### src/rtl/cskipa_pkg.sv
// ============================================================================
// Module  : cskipa_pkg
// Brief   : Shared width, opcode encoding and saturation value for the
//           carry-skip accumulator slice.
// Revision: 1.0  initial release
// ============================================================================
`default_nettype none

package cskipa_pkg;

  localparam int CSKIPA_WIDTH = 17;

  typedef enum logic [1:0] {
    OP_ADD  = 2'b00,
    OP_ACC  = 2'b01,
    OP_LOAD = 2'b10,
    OP_CLR  = 2'b11
  } cskipa_op_t;

  localparam logic [CSKIPA_WIDTH-1:0] CSKIPA_SAT_VAL = '1;

endpackage

`default_nettype wire

### src/rtl/cskipa_accum_17bit_adder.sv
// ============================================================================
// Module  : CSkipA_17bit
// Brief   : 17-bit carry-skip adder, 4-bit ripple blocks with block bypass.
// Revision: 1.0  initial release
// ============================================================================
`default_nettype none

module CSkipA_17bit
  import cskipa_pkg::*;
(
  input  logic [CSKIPA_WIDTH-1:0] i_a,
  input  logic [CSKIPA_WIDTH-1:0] i_b,
  input  logic                    i_cin,
  output logic [CSKIPA_WIDTH-1:0] o_sum,
  output logic                    o_cout
);

  localparam int BLK = 4;

  logic [CSKIPA_WIDTH-1:0] sum_w;
  logic                    c_w;
  logic                    cin_blk_w;
  logic                    pall_w;
  logic                    p_w;

  // A block whose bits all propagate forwards its own carry-in unchanged.
  always_comb begin
    sum_w     = '0;
    c_w       = i_cin;
    cin_blk_w = i_cin;
    pall_w    = 1'b1;
    p_w       = 1'b0;
    for (int k = 0; k < CSKIPA_WIDTH; k++) begin
      if ((k % BLK) == 0) begin
        cin_blk_w = c_w;
        pall_w    = 1'b1;
      end
      p_w      = i_a[k] ^ i_b[k];
      sum_w[k] = p_w ^ c_w;
      c_w      = (i_a[k] & i_b[k]) | (p_w & c_w);
      pall_w   = pall_w & p_w;
      if (((k % BLK) == (BLK - 1)) || (k == CSKIPA_WIDTH - 1)) begin
        c_w = pall_w ? cin_blk_w : c_w;
      end
    end
  end

  assign o_sum  = sum_w;
  assign o_cout = c_w;

endmodule

`default_nettype wire

### src/rtl/cskipa_accum_17bit.sv
// ============================================================================
// Module  : cskipa_accum_17bit
// Brief   : Two-stage valid/ready accumulator around CSkipA_17bit.
//           Define CSKIPA_SAT_EN to saturate overflowing ACC results.
// Revision: 1.0  initial release
// ============================================================================
`default_nettype none

module cskipa_accum_17bit
  import cskipa_pkg::*;
#(
  parameter int WIDTH = CSKIPA_WIDTH,
  parameter int CNT_W = 8
) (
  input  logic             i_clk,
  input  logic             i_rst_n,
  input  logic             i_valid,
  output logic             o_ready,
  input  logic [1:0]       i_op,
  input  logic [WIDTH-1:0] i_add_term1,
  input  logic [WIDTH-1:0] i_add_term2,
  output logic             o_valid,
  input  logic             i_ready,
  output logic [WIDTH-1:0] o_sum,
  output logic             o_cout,
  output logic [WIDTH-1:0] o_acc,
  output logic             o_ovf,
  output logic [CNT_W-1:0] o_count
);

  logic             s1_valid_q, s1_valid_d;
  cskipa_op_t       s1_op_q,    s1_op_d;
  logic [WIDTH-1:0] s1_a_q,     s1_a_d;
  logic [WIDTH-1:0] s1_b_q,     s1_b_d;
  logic             out_valid_q, out_valid_d;
  logic [WIDTH-1:0] sum_q,      sum_d;
  logic             cout_q,     cout_d;
  logic [WIDTH-1:0] acc_q,      acc_d;
  logic             ovf_q,      ovf_d;
  logic [CNT_W-1:0] count_q,    count_d;

  logic             out_adv_w;
  logic             s1_move_w;
  logic             accept_w;
  logic [WIDTH-1:0] add_b_w;
  logic [WIDTH-1:0] add_sum_w;
  logic             add_cout_w;

  assign out_adv_w = !out_valid_q || i_ready;
  assign s1_move_w = s1_valid_q && out_adv_w;
  assign o_ready   = !s1_valid_q || out_adv_w;
  assign accept_w  = i_valid && o_ready;

  // ACC folds the running accumulator in as the second operand.
  assign add_b_w = (s1_op_q == OP_ACC) ? acc_q : s1_b_q;

  CSkipA_17bit u_adder (
    .i_a    (s1_a_q),
    .i_b    (add_b_w),
    .i_cin  (1'b0),
    .o_sum  (add_sum_w),
    .o_cout (add_cout_w)
  );

  always_comb begin
    s1_valid_d  = s1_valid_q;
    s1_op_d     = s1_op_q;
    s1_a_d      = s1_a_q;
    s1_b_d      = s1_b_q;
    out_valid_d = out_valid_q;
    sum_d       = sum_q;
    cout_d      = cout_q;
    acc_d       = acc_q;
    ovf_d       = ovf_q;
    count_d     = count_q;

    if (accept_w) begin
      s1_valid_d = 1'b1;
      s1_op_d    = cskipa_op_t'(i_op);
      s1_a_d     = i_add_term1;
      s1_b_d     = i_add_term2;
    end else if (s1_move_w) begin
      s1_valid_d = 1'b0;
    end

    if (out_adv_w) begin
      out_valid_d = s1_valid_q;
    end

    if (s1_move_w) begin
      count_d = count_q + CNT_W'(1);
      unique case (s1_op_q)
        OP_ADD: begin
          sum_d  = add_sum_w;
          cout_d = add_cout_w;
        end
        OP_ACC: begin
`ifdef CSKIPA_SAT_EN
          sum_d = add_cout_w ? CSKIPA_SAT_VAL : add_sum_w;
          acc_d = add_cout_w ? CSKIPA_SAT_VAL : add_sum_w;
`else
          sum_d = add_sum_w;
          acc_d = add_sum_w;
`endif
          cout_d = add_cout_w;
          if (add_cout_w) ovf_d = 1'b1;
        end
        OP_LOAD: begin
          sum_d  = s1_a_q;
          cout_d = 1'b0;
          acc_d  = s1_a_q;
          ovf_d  = 1'b0;
        end
        OP_CLR: begin
          sum_d  = '0;
          cout_d = 1'b0;
          acc_d  = '0;
          ovf_d  = 1'b0;
        end
        default: ;
      endcase
    end
  end

  always_ff @(posedge i_clk or negedge i_rst_n) begin
    if (!i_rst_n) begin
      s1_valid_q  <= 1'b0;
      s1_op_q     <= OP_ADD;
      s1_a_q      <= '0;
      s1_b_q      <= '0;
      out_valid_q <= 1'b0;
      sum_q       <= '0;
      cout_q      <= 1'b0;
      acc_q       <= '0;
      ovf_q       <= 1'b0;
      count_q     <= '0;
    end else begin
      s1_valid_q  <= s1_valid_d;
      s1_op_q     <= s1_op_d;
      s1_a_q      <= s1_a_d;
      s1_b_q      <= s1_b_d;
      out_valid_q <= out_valid_d;
      sum_q       <= sum_d;
      cout_q      <= cout_d;
      acc_q       <= acc_d;
      ovf_q       <= ovf_d;
      count_q     <= count_d;
    end
  end

  assign o_valid = out_valid_q;
  assign o_sum   = sum_q;
  assign o_cout  = cout_q;
  assign o_acc   = acc_q;
  assign o_ovf   = ovf_q;
  assign o_count = count_q;

endmodule

`default_nettype wire
### config.mk
export PLATFORM = sky130hd
export DESIGN_NAME = cskipa_accum_17bit
export DESIGN_NICKNAME = d
export VERILOG_FILES = /design/src/rtl/cskipa_pkg.sv /design/src/rtl/cskipa_accum_17bit_adder.sv /design/src/rtl/cskipa_accum_17bit.sv
export SDC_FILE = /design/constraint.sdc
export NUM_CORES = 1
export LEC_CHECK = 0
export CORE_MARGIN = 8
export CORE_UTILIZATION = 57
export CTS_BUF_LIST = sky130_fd_sc_hd__clkbuf_16
export DETAILED_ROUTE_END_ITERATION = 7
export PLACE_DENSITY = 0.94
export SYNTH_ARGS = -nofsm -noshare
export SYNTH_HDL_FRONTEND = slang
export SYNTH_SLANG_ARGS = --single-unit
### constraint.sdc
create_clock -name i_clk -period 14.4 [get_ports i_clk]
set_input_delay 1.44 -clock i_clk [delete_from_list [all_inputs] [get_ports i_clk]]
set_output_delay 1.44 -clock i_clk [all_outputs]
set_load 0.005 [all_outputs]
-- Word-level counts from Yosys, hierarchy flattened
Index checks and enable logic that the tools add are counted.
- $add $sub $neg: 1
- multiply operators: 0
- div/mod/pow operators: 0
- $lt $le $gt $ge: 0
- eq/ne operators: 4
- shift-type cells: 0
- mux-type cells: 13
- bitwise gates (word level): 94
- reduce and logical (&&, ||, !) cells: 14
- operators with widths (operator ; count):
    one-hot mux 17 bit (3 select lines) ; 2
    bitwise AND 1 bit ; 45
    XOR 1 bit ; 33
    2-to-1 mux 17 bit ; 1
    OR 1 bit ; 16
    adder 8 x 1 -> 8 bit (second input constant) ; 1
    2-to-1 mux 1 bit ; 8
    == test 2 bit (second input constant) ; 2
    one-hot mux 1 bit (2 select lines) ; 2
    nonzero test 2 bit ; 2
    OR reduction 2 bit ; 2
    AND reduction 3 bit ; 1
    nonzero test 3 bit ; 1
    == test 2 x 1 -> 1 bit (second input constant) ; 1
    logical AND 1 bit ; 2
    logical NOT 1 bit ; 2
    logical NOT 2 bit ; 1
    logical OR 1 bit ; 2
    inequality test 2 bit (second input constant) ; 1
    AND reduction 2 bit ; 1
- flip-flop bits (word level): 82
- bits in latches: 0
- bits in writable memories: 0
- memory bits (read-only): 0
- word-level logic and storage cells: 136
- memories: 0

-- Logic depth before layout (Yosys ltp)
Gate-level depths: netlist of run 1.
- depth after elaboration: 42
- gate-level depth with buffers: 32

-- Modules after synthesis
A second synthesis of run 1 with hierarchy kept.
- cells, all modules: 356
- area, all modules: 4473.0 sq um
- by module, submodules not included (module ; instances ; cells an instance ; area an instance (sq um) ; sequential area each (sq um)):
    cskipa_accum_17bit ; 1 ; 300 ; 3809.9 ; 2052.0
    CSkipA_17bit ; 1 ; 56 ; 663.1 ; 0.0

-- Worst setup path before layout of run 1
Ideal clock, no wire load.
- path kind: reg2reg
- from: register s1_op_q[1]
- to: register sum_q[16] (netlist: o_sum[16])
- library setup time: 126 ps
- data arrival time: 8458 ps
- required time: 14274 ps
- setup slack: 5816 ps
- cell stages (with the launch flop): 33
- cells stage by stage: dfrtp_1 -> nand2b_1 -> buf_6 -> buf_2 -> mux2_2 -> ha_1 -> inv_1 -> fa_1 -> fa_1 -> fa_1 -> a41o_1 -> fa_1 -> fa_1 -> fa_1 -> fa_1 -> a41o_1 -> o21a_1 -> fa_1 -> fa_1 -> fa_1 -> fa_1 -> nand2b_1 -> nand2_1 -> fa_1 -> fa_1 -> fa_1 -> fa_1 -> nor2_1 -> a31oi_1 -> fa_1 -> nor2_1 -> a21oi_1 -> a21oi_1
- word-level cells in the longest chain between the ends: 39
- elaborated cells between the ends (all ways): 87
- ends and longest elaborated chain (element ; RTL line ; RTL):
    from (decl) ; cskipa_accum_17bit.sv:32 ; cskipa_op_t s1_op_q, s1_op_d;
    from (signal assigned) ; cskipa_accum_17bit.sv:139 ; s1_op_q <= s1_op_d;
    == test 2 x 1 -> 1 bit ; cskipa_accum_17bit.sv:55, cskipa_accum_17bit.sv:92 ;
    2-to-1 mux 17 bit ; cskipa_accum_17bit.sv:55 ; assign add_b_w = (s1_op_q == OP_ACC) ? acc_q : s1_b_q;
    XOR 1 bit / bitwise AND 1 bit (equally long branches) ; cskipa_accum_17bit_adder.sv:38, cskipa_accum_17bit_adder.sv:40 ;
    bitwise AND 1 bit ; cskipa_accum_17bit_adder.sv:40 ; c_w = (i_a[k] & i_b[k]) | (p_w & c_w);
    OR 1 bit ; cskipa_accum_17bit_adder.sv:40 ;
    bitwise AND 1 bit ; cskipa_accum_17bit_adder.sv:40 ;
    OR 1 bit ; cskipa_accum_17bit_adder.sv:40 ;
    bitwise AND 1 bit ; cskipa_accum_17bit_adder.sv:40 ;
    [... 23 more ...] ; - ;
    OR 1 bit ; cskipa_accum_17bit_adder.sv:40 ;
    bitwise AND 1 bit ; cskipa_accum_17bit_adder.sv:40 ;
    OR 1 bit ; cskipa_accum_17bit_adder.sv:40 ;
    bitwise AND 1 bit ; cskipa_accum_17bit_adder.sv:40 ;
    OR 1 bit ; cskipa_accum_17bit_adder.sv:40 ;
    2-to-1 mux 1 bit ; cskipa_accum_17bit_adder.sv:43 ; c_w = pall_w ? cin_blk_w : c_w;
    XOR 1 bit ; cskipa_accum_17bit_adder.sv:39 ; sum_w[k] = p_w ^ c_w;
    one-hot mux 17 bit (3 select lines) (*) ; cskipa_accum_17bit.sv:92 ; unique case (s1_op_q)
    to (signal assigned) ; cskipa_accum_17bit.sv:143 ; sum_q <= sum_d;
    to (decl) ; cskipa_accum_17bit.sv:36 ; logic [WIDTH-1:0] sum_q, sum_d;
Every way passes the cells marked *; elsewhere a longest branch is shown, timed or not.
A chain may end at the register's enable or synchronous reset.

-- Final worst setup path of run 1
- from: register s1_op_q[0]
- to: register sum_q[16] (netlist: o_sum[16])
The elaborated chain is that of the path after synthesis.

==> impl_metrics.env, run 1 <==
export IMPL_rr_startpoint="s1_op_q[0]"
export IMPL_grt_total_usage_pct=21.8
export IMPL_hold_buffers=0
export IMPL_drv_slew=0
export IMPL_antenna_left=0
export IMPL_cts_root_buf="clkbuf_16"
export IMPL_cp_arrival_ns=10.40
export IMPL_cap_violations=0
export IMPL_dr_first_iter_drc_count=259
export IMPL_viasPerCell=6.19
export IMPL_io_buffers=85
export IMPL_yosys_area_top_type_share_pct=44.1
export IMPL_grt_start_max_net_pins=83
export IMPL_boundaryPins=86
export IMPL_cts_buffers=9
export IMPL_place_inst=581
export IMPL_post_drt_wl_per_cell_um=19.8
export IMPL_status="completed"
export IMPL_cp_slowest_cell="dfrtp_1"
export IMPL_leakage_nw=2.48
export IMPL_rrSetupSlack_ns=4.22
export IMPL_antenna_found_initial=0
export IMPL_rr_worst_depth=30
export IMPL_nets=560
export IMPL_dp_hpwl_um=7790
export IMPL_power_density_nw_per_um2=183
export IMPL_floorplan_initialDensity_pct=57.9
export IMPL_yosysMostFrequentCell="dfrtp_1"
export IMPL_async_flop_share_pct=100
export IMPL_worstMarginPinSlew_ns=1.18
export IMPL_synth_seq_cells=82
export IMPL_grt_pass1_wl_um=19900
export IMPL_syn_area_um2=4660
export IMPL_cts_resized_gates=0
export IMPL_fin_cells=597
export IMPL_htreeDepth=3
export IMPL_die_width_um=106
export IMPL_routabilityCongestion=0.868
export IMPL_hold_ws_ns=0.479
export IMPL_antenna_cells=0
export IMPL_dr_pass1_iters=4
export IMPL_synthFlopType="dfrtp_1"
export IMPL_place_area_um2=5530
export IMPL_path_common_cell="fa_1"
export IMPL_vias=3693
export IMPL_crit_required_ns=14.62
export IMPL_drc=0
export IMPL_hold_class="reg -> reg"
export IMPL_crit_path_end_kind="register"
export IMPL_tns_ns=0
export IMPL_synthTopCellsByArea="dfrtp_1 (44%), mux2_2 (13%), fa_1 (6.9%), a21oi_1 (5.5%), ha_1 (4.6%)"
export IMPL_synth_nets=490
export IMPL_synth_common_cells="dfrtp_1 (82), mux2_2 (53), a21oi_1 (51)"
export IMPL_start_kind="register"
export IMPL_fin_crit_ns=10.18
export IMPL_fillers=541
export IMPL_hold_violations=0
export IMPL_slowest_delay_ns=1.00
export IMPL_core_area_um2=8050
export IMPL_drive_above_1_share_pct=17.3
export IMPL_ys_warn_count=0
export IMPL_synth_edf_count=0
export IMPL_critPathKind="reg -> reg"
export IMPL_synth_area_per_cell_um2=11.2
export IMPL_slew_headroom_pct=20.9
export IMPL_critPathCapture="o_sum[16]"
export IMPL_grt_overflow_total=0
export IMPL_finalSetupViolations=0
export IMPL_ir_worst_vdd_mv=0.0892
export IMPL_ys_seq_area_share_pct=44.1
export IMPL_clock_latency_ns=0.34
export IMPL_critical_path_top_delay_family="adder cells"
export IMPL_cts_tree="built"
export IMPL_rows=33
export IMPL_wl_um=11800
export IMPL_rsz0062_at_grt="no"
export IMPL_die_y_um=106
export IMPL_fin_crit_sh_pct=70.7
export IMPL_cts_sinks=82
export IMPL_path_clk_slew_ns=0.06
export IMPL_grt_pass1_vias=3908
export IMPL_die_area_um2=11300
export IMPL_yosysTopAreaCell="dfrtp_1"
export IMPL_reg2reg_to="o_sum[16]"
export IMPL_syn2layout_area_growth_pct=25.5
export IMPL_cts_buffer_depth=2
export IMPL_fmax_mhz=98.2
export IMPL_finish_instance_area_um2=5850
export IMPL_syn_inst=417
export IMPL_crit_cells=30
export IMPL_crit_start="s1_op_q[0]"
export IMPL_cts_setup_buffers=0
export IMPL_crit_buf_inv=1
export IMPL_ys_types=37
export IMPL_fin_util_pct=72.6
export IMPL_skew_ns=0.00753
export IMPL_path_max_fanout=24
cells in the final DEF (no fill, tap or decap), drive strengths merged, types with 3 or more instances in the layout:
| master | n |
|---|---|
| mux2 | 53 |
| dfrtp | 82 |
| o211ai | 4 |
| nand2 | 3 |
| clkdlybuf4s50 | 84 |
| clkbuf | 9 |
| inv | 38 |
| a21oi | 51 |
| nor2 | 18 |
| fa | 16 |
| nand4 | 5 |
| nor3b | 3 |
| buf | 7 |
| a41oi | 18 |
| and4 | 4 |
| nor2b | 18 |
| ha | 17 |
| o21ai | 18 |
| nand2b | 4 |
| o221ai | 14 |
| xnor2 | 6 |
kinds of logic after synthesis:
family	after synthesis	share of synthesized area, %
AOI/OAI and AO/OA	111	16.4
xor gates and xnor gates	7	1.32
adders and majority gates	33	11.4
buffers and inverters	67	6.10
DFF	82	44.1
muxes	54	13.0
and+or+nand+nor	63	7.63
report_power, final:
group	switching [mW]	internal (mW)
registers	0.0714	0.300
logic	0.208	0.245
clock network	0.0955	0.152
total	0.375	0.697
worst min path at each step:
stage	slack (ns)	endpoint	start	cells after the start
floorplan	0.47	o_count[7]	o_count[7]	1
global placement	0.46	o_count[7]	o_count[7]	1
detailed placement	0.48	o_count[7]	o_count[7]	1
CTS	0.49	o_count[7]	o_count[7]	1
global route	0.51	o_count[7]	o_count[7]	1
finish	0.48	o_count[7]	o_count[7]	1
cell type report:
type                    count  area [µm²]  share of cell area [%]
well taps                 105         131                    2.25
flip-flops and latches     82        2050                    35.1
clock inverters             7        91.3                    1.56
repair buffers             91         893                    15.3
clock buffers               9         225                    3.85
multi-input cells         268        2320                    39.7
inverters                  35         131                    2.25
through the flow:
| stage | setup slack, ns | total power [mW] |
|---|---|---|
| global placement | 4.66 | 0.792 |
| global route | 3.85 | 1.14 |
| finish | 4.22 | 1.07 |
| detailed placement | 4.45 | 0.816 |
| floorplan | 5.82 | 0.610 |
| CTS | 4.38 | 1.07 |
flip-flops by register name (all words and copies together) (netlist names):
name	cells
o_acc	17
o_count	8
o_cout	1
o_ovf	1
o_sum	17
o_valid	1
s1_a_q	17
s1_b_q	17
s1_op_q	2
s1_valid_q	1
layer usage:
layer,global-route usage (%),share of wire [%],up-vias
met2,34.4,48,197
met1,27.5,41,1846
met4,10.9,3.0,0
met3,5.38,8.4,28
li1,-,-,1622
met5,0,0,-
Note: power is estimated with default switching activity, not from simulation.
==> run 2: changes to the inputs <==
--- a/config.mk
+++ b/config.mk
@@ -6,10 +6,10 @@
 export NUM_CORES = 1
 export LEC_CHECK = 0
 export CORE_MARGIN = 8
-export CORE_UTILIZATION = 57
+export CORE_UTILIZATION = 53
 export CTS_BUF_LIST = sky130_fd_sc_hd__clkbuf_16
 export DETAILED_ROUTE_END_ITERATION = 7
-export PLACE_DENSITY = 0.94
+export PLACE_DENSITY = 0.89
 export SYNTH_ARGS = -nofsm -noshare
 export SYNTH_HDL_FRONTEND = slang
 export SYNTH_SLANG_ARGS = --single-unit
==> constraint.sdc (replaced) <==
create_clock -name i_clk -period 9.65 [get_ports i_clk]
set_input_delay 0.965 -clock i_clk [delete_from_list [all_inputs] [get_ports i_clk]]
set_output_delay 0.965 -clock i_clk [all_outputs]
set_load 0.005 [all_outputs]
==> run 2 against run 1 <==
  * Hold slack lost 0.0011 ns
  * Highest routed layer unchanged
  * Critical path type unchanged
  * Non-clock buffer count grew 2
  * Critical endpoint unchanged
  * Via count shrank 1.2%
==> impl_metrics.env, run 2 (same netlist as run 1, synthesis figures left out) <==
export IMPL_status="completed"
export IMPL_holdPathStages=1
export IMPL_path_max_fanout=3
export IMPL_wl_um=11600
export IMPL_fin_ws_ns=0.891
export IMPL_place_ws_ns=0.981
export IMPL_clock_latency_ns=0.34
export IMPL_rr_startpoint="s1_op_q[1]"
export IMPL_fin_cells=602
export IMPL_final_common_cell="clkdlybuf4s50_1"
export IMPL_htreeDepth=3
export IMPL_rr_worst_depth=30
export IMPL_switching_power_mw=0.551
export IMPL_viasPerCell=6.06
export IMPL_post_drt_wl_per_cell_um=19.3
export IMPL_tns_ns=0
export IMPL_grt_pass1_vias=3754
export IMPL_drv_slew=0
export IMPL_rrSetupSlack_ns=0.89
export IMPL_dp_hpwl_um=7870
export IMPL_path_common_cell="fa_1"
export IMPL_rsz0062_at_grt="no"
export IMPL_io_buffers=85
export IMPL_syn2layout_area_growth_pct=27.0
export IMPL_critical_path_top_delay_family="adder cells"
export IMPL_hold_ws_ns=0.478
export IMPL_cts_sinks=82
export IMPL_most_common_layout_cells="clkdlybuf4s50_1 (84), dfrtp_1 (82), mux2_2 (53)"
export IMPL_min_to="o_count[7]"
export IMPL_slowest_delay_ns=0.53
export IMPL_hold_start="o_count[7]"
export IMPL_reg2reg_to="o_sum[16]"
export IMPL_power_share_sequential_pct=32.9
export IMPL_path_clk_slew_ns=0.07
export IMPL_combPwrFrac_pct=41.6
export IMPL_grt_total_usage_pct=20.6
export IMPL_netSwitchingFraction_pct=33.5
export IMPL_dr_pass1_iters=5
export IMPL_hold_violations=0
export IMPL_cts_buffer_depth=2
export IMPL_dr_first_iter_drc_count=299
export IMPL_drc=0
export IMPL_fin_crit_ns=8.76
export IMPL_crit_buf_inv=1
export IMPL_critPathKind="reg -> reg"
export IMPL_antenna_left=0
export IMPL_die_width_um=110
export IMPL_power_density_nw_per_um2=278
export IMPL_crit_path_end_kind="register"
export IMPL_boundaryPins=86
export IMPL_cts_tree="built"
export IMPL_grt_overflow_total=0
export IMPL_fmax_mhz=114
export IMPL_cp_slowest_cell="fa_1"
export IMPL_cap_violations=0
export IMPL_antenna_found_initial=0
export IMPL_fin_crit_sh_pct=90.8
export IMPL_drive_above_1_share_pct=17.6
export IMPL_grt_start_max_net_pins=83
export IMPL_routabilityCongestion=0.895
export IMPL_finalSetupViolations=0
export IMPL_cp_arrival_ns=8.98
export IMPL_intPower_mw=1.09
export IMPL_die_area_um2=12000
export IMPL_cts_root_buf="clkbuf_16"
export IMPL_antenna_cells=0
export IMPL_die_y_um=110
export IMPL_grt_pass1_wl_um=19400
export IMPL_hold_class="reg -> reg"
export IMPL_start_kind="register"
export IMPL_leakage_nw=2.50
export IMPL_crit_required_ns=9.87
export IMPL_cts_resized_gates=0
export IMPL_floorplan_initialDensity_pct=53.9
export IMPL_ir_worst_vdd_mv=0.122
export IMPL_core_area_um2=8640
export IMPL_hold_buffers=0
export IMPL_slew_headroom_pct=19.1
export IMPL_cts_buffers=9
export IMPL_skew_ns=0.00713
export IMPL_clkPwrFrac_pct=25.5
export IMPL_cts_setup_buffers=0
export IMPL_finalPower_mw=1.65
export IMPL_place_inst=586
export IMPL_vias=3650
export IMPL_rows=34
export IMPL_nets=562
export IMPL_worstMarginPinSlew_ns=1.21
export IMPL_fillers=595
==> run 2: changes by cell type in the layout (fill, tap and decap cells not counted) <==
| cell | delta |
|---|---|
| buf_4 | +2 |
| inv_6 | -1 |
| clkinv_4 | +1 |
| bufinv_16 | +2 |
| clkinv_2 | -2 |
==> run 2: how the worst max path moves through the flow <==
stage / slack (ns) / endpoint / start / cells after the start
after floorplan: 1.07 / o_sum[16] / s1_op_q[1] / 32
after detailed placement: 0.98 / o_sum[16] / s1_op_q[1] / 30
after CTS: 0.91 / o_sum[16] / s1_op_q[1] / 30
final: 0.89 / o_sum[16] / s1_op_q[1] / 30
after global routing: 0.48 / o_sum[16] / s1_op_q[1] / 30
after global placement: 1.15 / o_sum[16] / s1_op_q[1] / 30
==> run 2: through the flow <==
step	area (µm²)	util, %
6_report	5920	68.5
5_1_grt	5920	68.5
2_1_floorplan	4660	-
3_5_place_dp	5550	64.3
4_1_cts	5920	68.5
3_3_place_gp	5550	64.3
==> run 2: layout make-up <==
| class | instances | area (µm²) | area share [%] |
|---|---|---|---|
| Clock buffer | 9 | 225 | 3.81 |
| Timing Repair Buffer | 93 | 908 | 15.4 |
| Clock inverter | 7 | 141 | 2.39 |
| Sequential cell | 82 | 2050 | 34.7 |
| Tap cell | 108 | 135 | 2.28 |
| Multi-Input combinational cell | 268 | 2320 | 39.3 |
| Inverter | 35 | 131 | 2.22 |
==> run 2: layer usage <==
metal,share of wire (%),GRT usage (%),vias up
met5,0,0,-
met4,2.3,7.71,0
met3,8.6,5.63,28
met2,48,32.0,169
met1,41,26.9,1824
li1,-,-,1629
==> run 2: power by group through the flow <==
stage	Combinational (mW)	Sequential [mW]	Clock (mW)
after floorplan	0.383	0.528	0
after global placement	0.650	0.538	0
after detailed placement	0.676	0.544	0
after CTS	0.690	0.539	0.425
after global routing	0.760	0.556	0.439
final	0.684	0.541	0.420
==> run 3: changes to the inputs <==
--- a/config.mk
+++ b/config.mk
@@ -6,10 +6,11 @@
 export NUM_CORES = 1
 export LEC_CHECK = 0
 export CORE_MARGIN = 8
-export CORE_UTILIZATION = 53
+export CORE_UTILIZATION = 30
 export CTS_BUF_LIST = sky130_fd_sc_hd__clkbuf_16
 export DETAILED_ROUTE_END_ITERATION = 7
-export PLACE_DENSITY = 0.89
+export HOLD_SLACK_MARGIN = 0.1
+export PLACE_DENSITY = 0.59
 export SYNTH_ARGS = -nofsm -noshare
 export SYNTH_HDL_FRONTEND = slang
 export SYNTH_SLANG_ARGS = --single-unit
==> run 3 against run 2 <==
  * Maximum frequency rose by 0.61%
  * Sequential power grew 0.7%
  * Critical path depth unchanged
  * Setup slack improved by 0.053 ns
  * Sequential share of layout area decreased by 0.17 points
  * Register-to-register slack improved by 0.05 ns
  * Die area up 64%
  * Power is 4.1% lower
  * First-iteration DRC count is 28% lower
  * Global-route usage is 7.3 points lower
  * Core utilization shrank 29 points
  * Clock power fell by 15%
==> impl_metrics.env, run 3 (same netlist as run 1, synthesis figures left out) <==
export IMPL_finalPower_mw=1.58
export IMPL_antenna_found_initial=0
export IMPL_critPathKind="reg -> reg"
export IMPL_start_kind="register"
export IMPL_slowest_delay_ns=0.53
export IMPL_core_area_um2=15200
export IMPL_crit_path_end_kind="register"
export IMPL_routabilityCongestion=0.834
export IMPL_fmax_mhz=115
export IMPL_drive_above_1_share_pct=16.9
export IMPL_drv_slew=0
export IMPL_dr_pass1_iters=4
export IMPL_cts_root_buf="clkbuf_16"
export IMPL_grt_pass1_vias=3728
export IMPL_finalSetupViolations=0
export IMPL_cts_sinks=82
export IMPL_cp_slowest_cell="fa_1"
export IMPL_path_max_fanout=3
export IMPL_crit_required_ns=9.86
export IMPL_clock_latency_ns=0.34
export IMPL_viasPerCell=5.12
export IMPL_die_y_um=141
export IMPL_fin_crit_ns=8.71
export IMPL_ir_worst_vdd_mv=0.107
export IMPL_rows=45
export IMPL_nets=561
export IMPL_antenna_left=0
export IMPL_worstMarginPinSlew_ns=1.13
export IMPL_cp_arrival_ns=8.92
export IMPL_grt_start_max_net_pins=83
export IMPL_crit_buf_inv=1
export IMPL_skew_ns=0.00556
export IMPL_wl_um=12700
export IMPL_most_common_layout_cells="clkdlybuf4s50_1 (84), dfrtp_1 (82), mux2_2 (53)"
export IMPL_leakage_nw=2.47
export IMPL_tns_ns=0
export IMPL_cts_buffer_depth=2
export IMPL_cts_setup_buffers=0
export IMPL_grt_overflow_total=0
export IMPL_path_common_cell="fa_1"
export IMPL_cap_violations=0
export IMPL_cts_resized_gates=0
export IMPL_hold_violations=0
export IMPL_dp_hpwl_um=8750
export IMPL_boundaryPins=86
export IMPL_grt_pass1_wl_um=20300
export IMPL_drc=0
export IMPL_grt_total_usage_pct=13.3
export IMPL_die_width_um=141
export IMPL_syn2layout_area_growth_pct=27.6
export IMPL_htreeDepth=3
export IMPL_vias=3479
export IMPL_hold_buffers=0
export IMPL_slew_headroom_pct=24.7
export IMPL_path_clk_slew_ns=0.06
export IMPL_critical_path_top_delay_family="adder cells"
export IMPL_fin_crit_sh_pct=90.2
export IMPL_dr_first_iter_drc_count=214
export IMPL_status="completed"
export IMPL_cts_tree="built"
export IMPL_final_common_cell="clkdlybuf4s50_1"
export IMPL_hold_class="reg -> reg"
export IMPL_power_density_nw_per_um2=265
export IMPL_floorplan_initialDensity_pct=30.6
export IMPL_io_buffers=85
export IMPL_post_drt_wl_per_cell_um=18.7
export IMPL_die_area_um2=19800
export IMPL_antenna_cells=0
export IMPL_rsz0062_at_grt="no"
export IMPL_cts_buffers=9
-- run 3: changes by cell type in the layout (fill, tap and decap cells not counted) --
cell	before	now
clkinv_4	1	0
nor2b_2	0	1
bufinv_16	4	2
clkinv_1	0	2
inv_1	36	37
inv_6	1	0
nor2b_1	18	17
buf_4	9	8
-- run 3: layout make-up --
type                            instances  area (µm²)
Fill cell                            1477        9260
Multi-Input combinational cell        268        2320
Sequential cell                        82        2050
Timing Repair Buffer                   92         901
Tap cell                              188         235
Clock buffer                            9         225
Inverter                               35         131
Clock inverter                          6        75.1
-- run 3: path summary, 6_finish.rpt --
kind	start	endpoint	slack, ns	cells past startpoint
max reg2reg	s1_op_q[1]	o_sum[16]	0.94	30
max	s1_op_q[1]	o_sum[16]	0.94	30
max in group asynchronous	i_rst_n	o_sum[3]	8.16	1
min reg2reg	o_count[7]	o_count[7]	0.48	1
min	o_count[7]	o_count[7]	0.48	1
min in group asynchronous	i_rst_n	s1_b_q[5]	0.81	1
-- run 3: per-stage QoR --
stage	instance area, µm²	util, %	std cells	setup slack (ns)	hold slack (ns)
global placement	5640	37.1	665	1.06	0.463
CTS	5940	39.1	680	0.937	0.495
floorplan	4660	-	417	1.07	0.469
detailed placement	5640	37.1	665	0.983	0.485
finish	5940	39.1	680	0.944	0.481
global route	5940	39.1	680	0.598	0.516
-- run 3: power breakdown --
group	internal [mW]	leakage, nW	total [mW]	switching (mW)
sequential	0.448	0.973	0.545	0.0971
combinational	0.366	1.35	0.678	0.313
clock	0.221	0.153	0.355	0.134
total	1.03	2.47	1.58	0.543
-- run 3: layer usage --
layer | global-route usage, % | part of all wire (%) | up-vias
met4 | 5.20 | 1.4 | 0
met2 | 20.5 | 46 | 119
met5 | 0 | 0 | -
met3 | 4.76 | 9.1 | 11
li1 | - | - | 1618
met1 | 16.6 | 43 | 1731
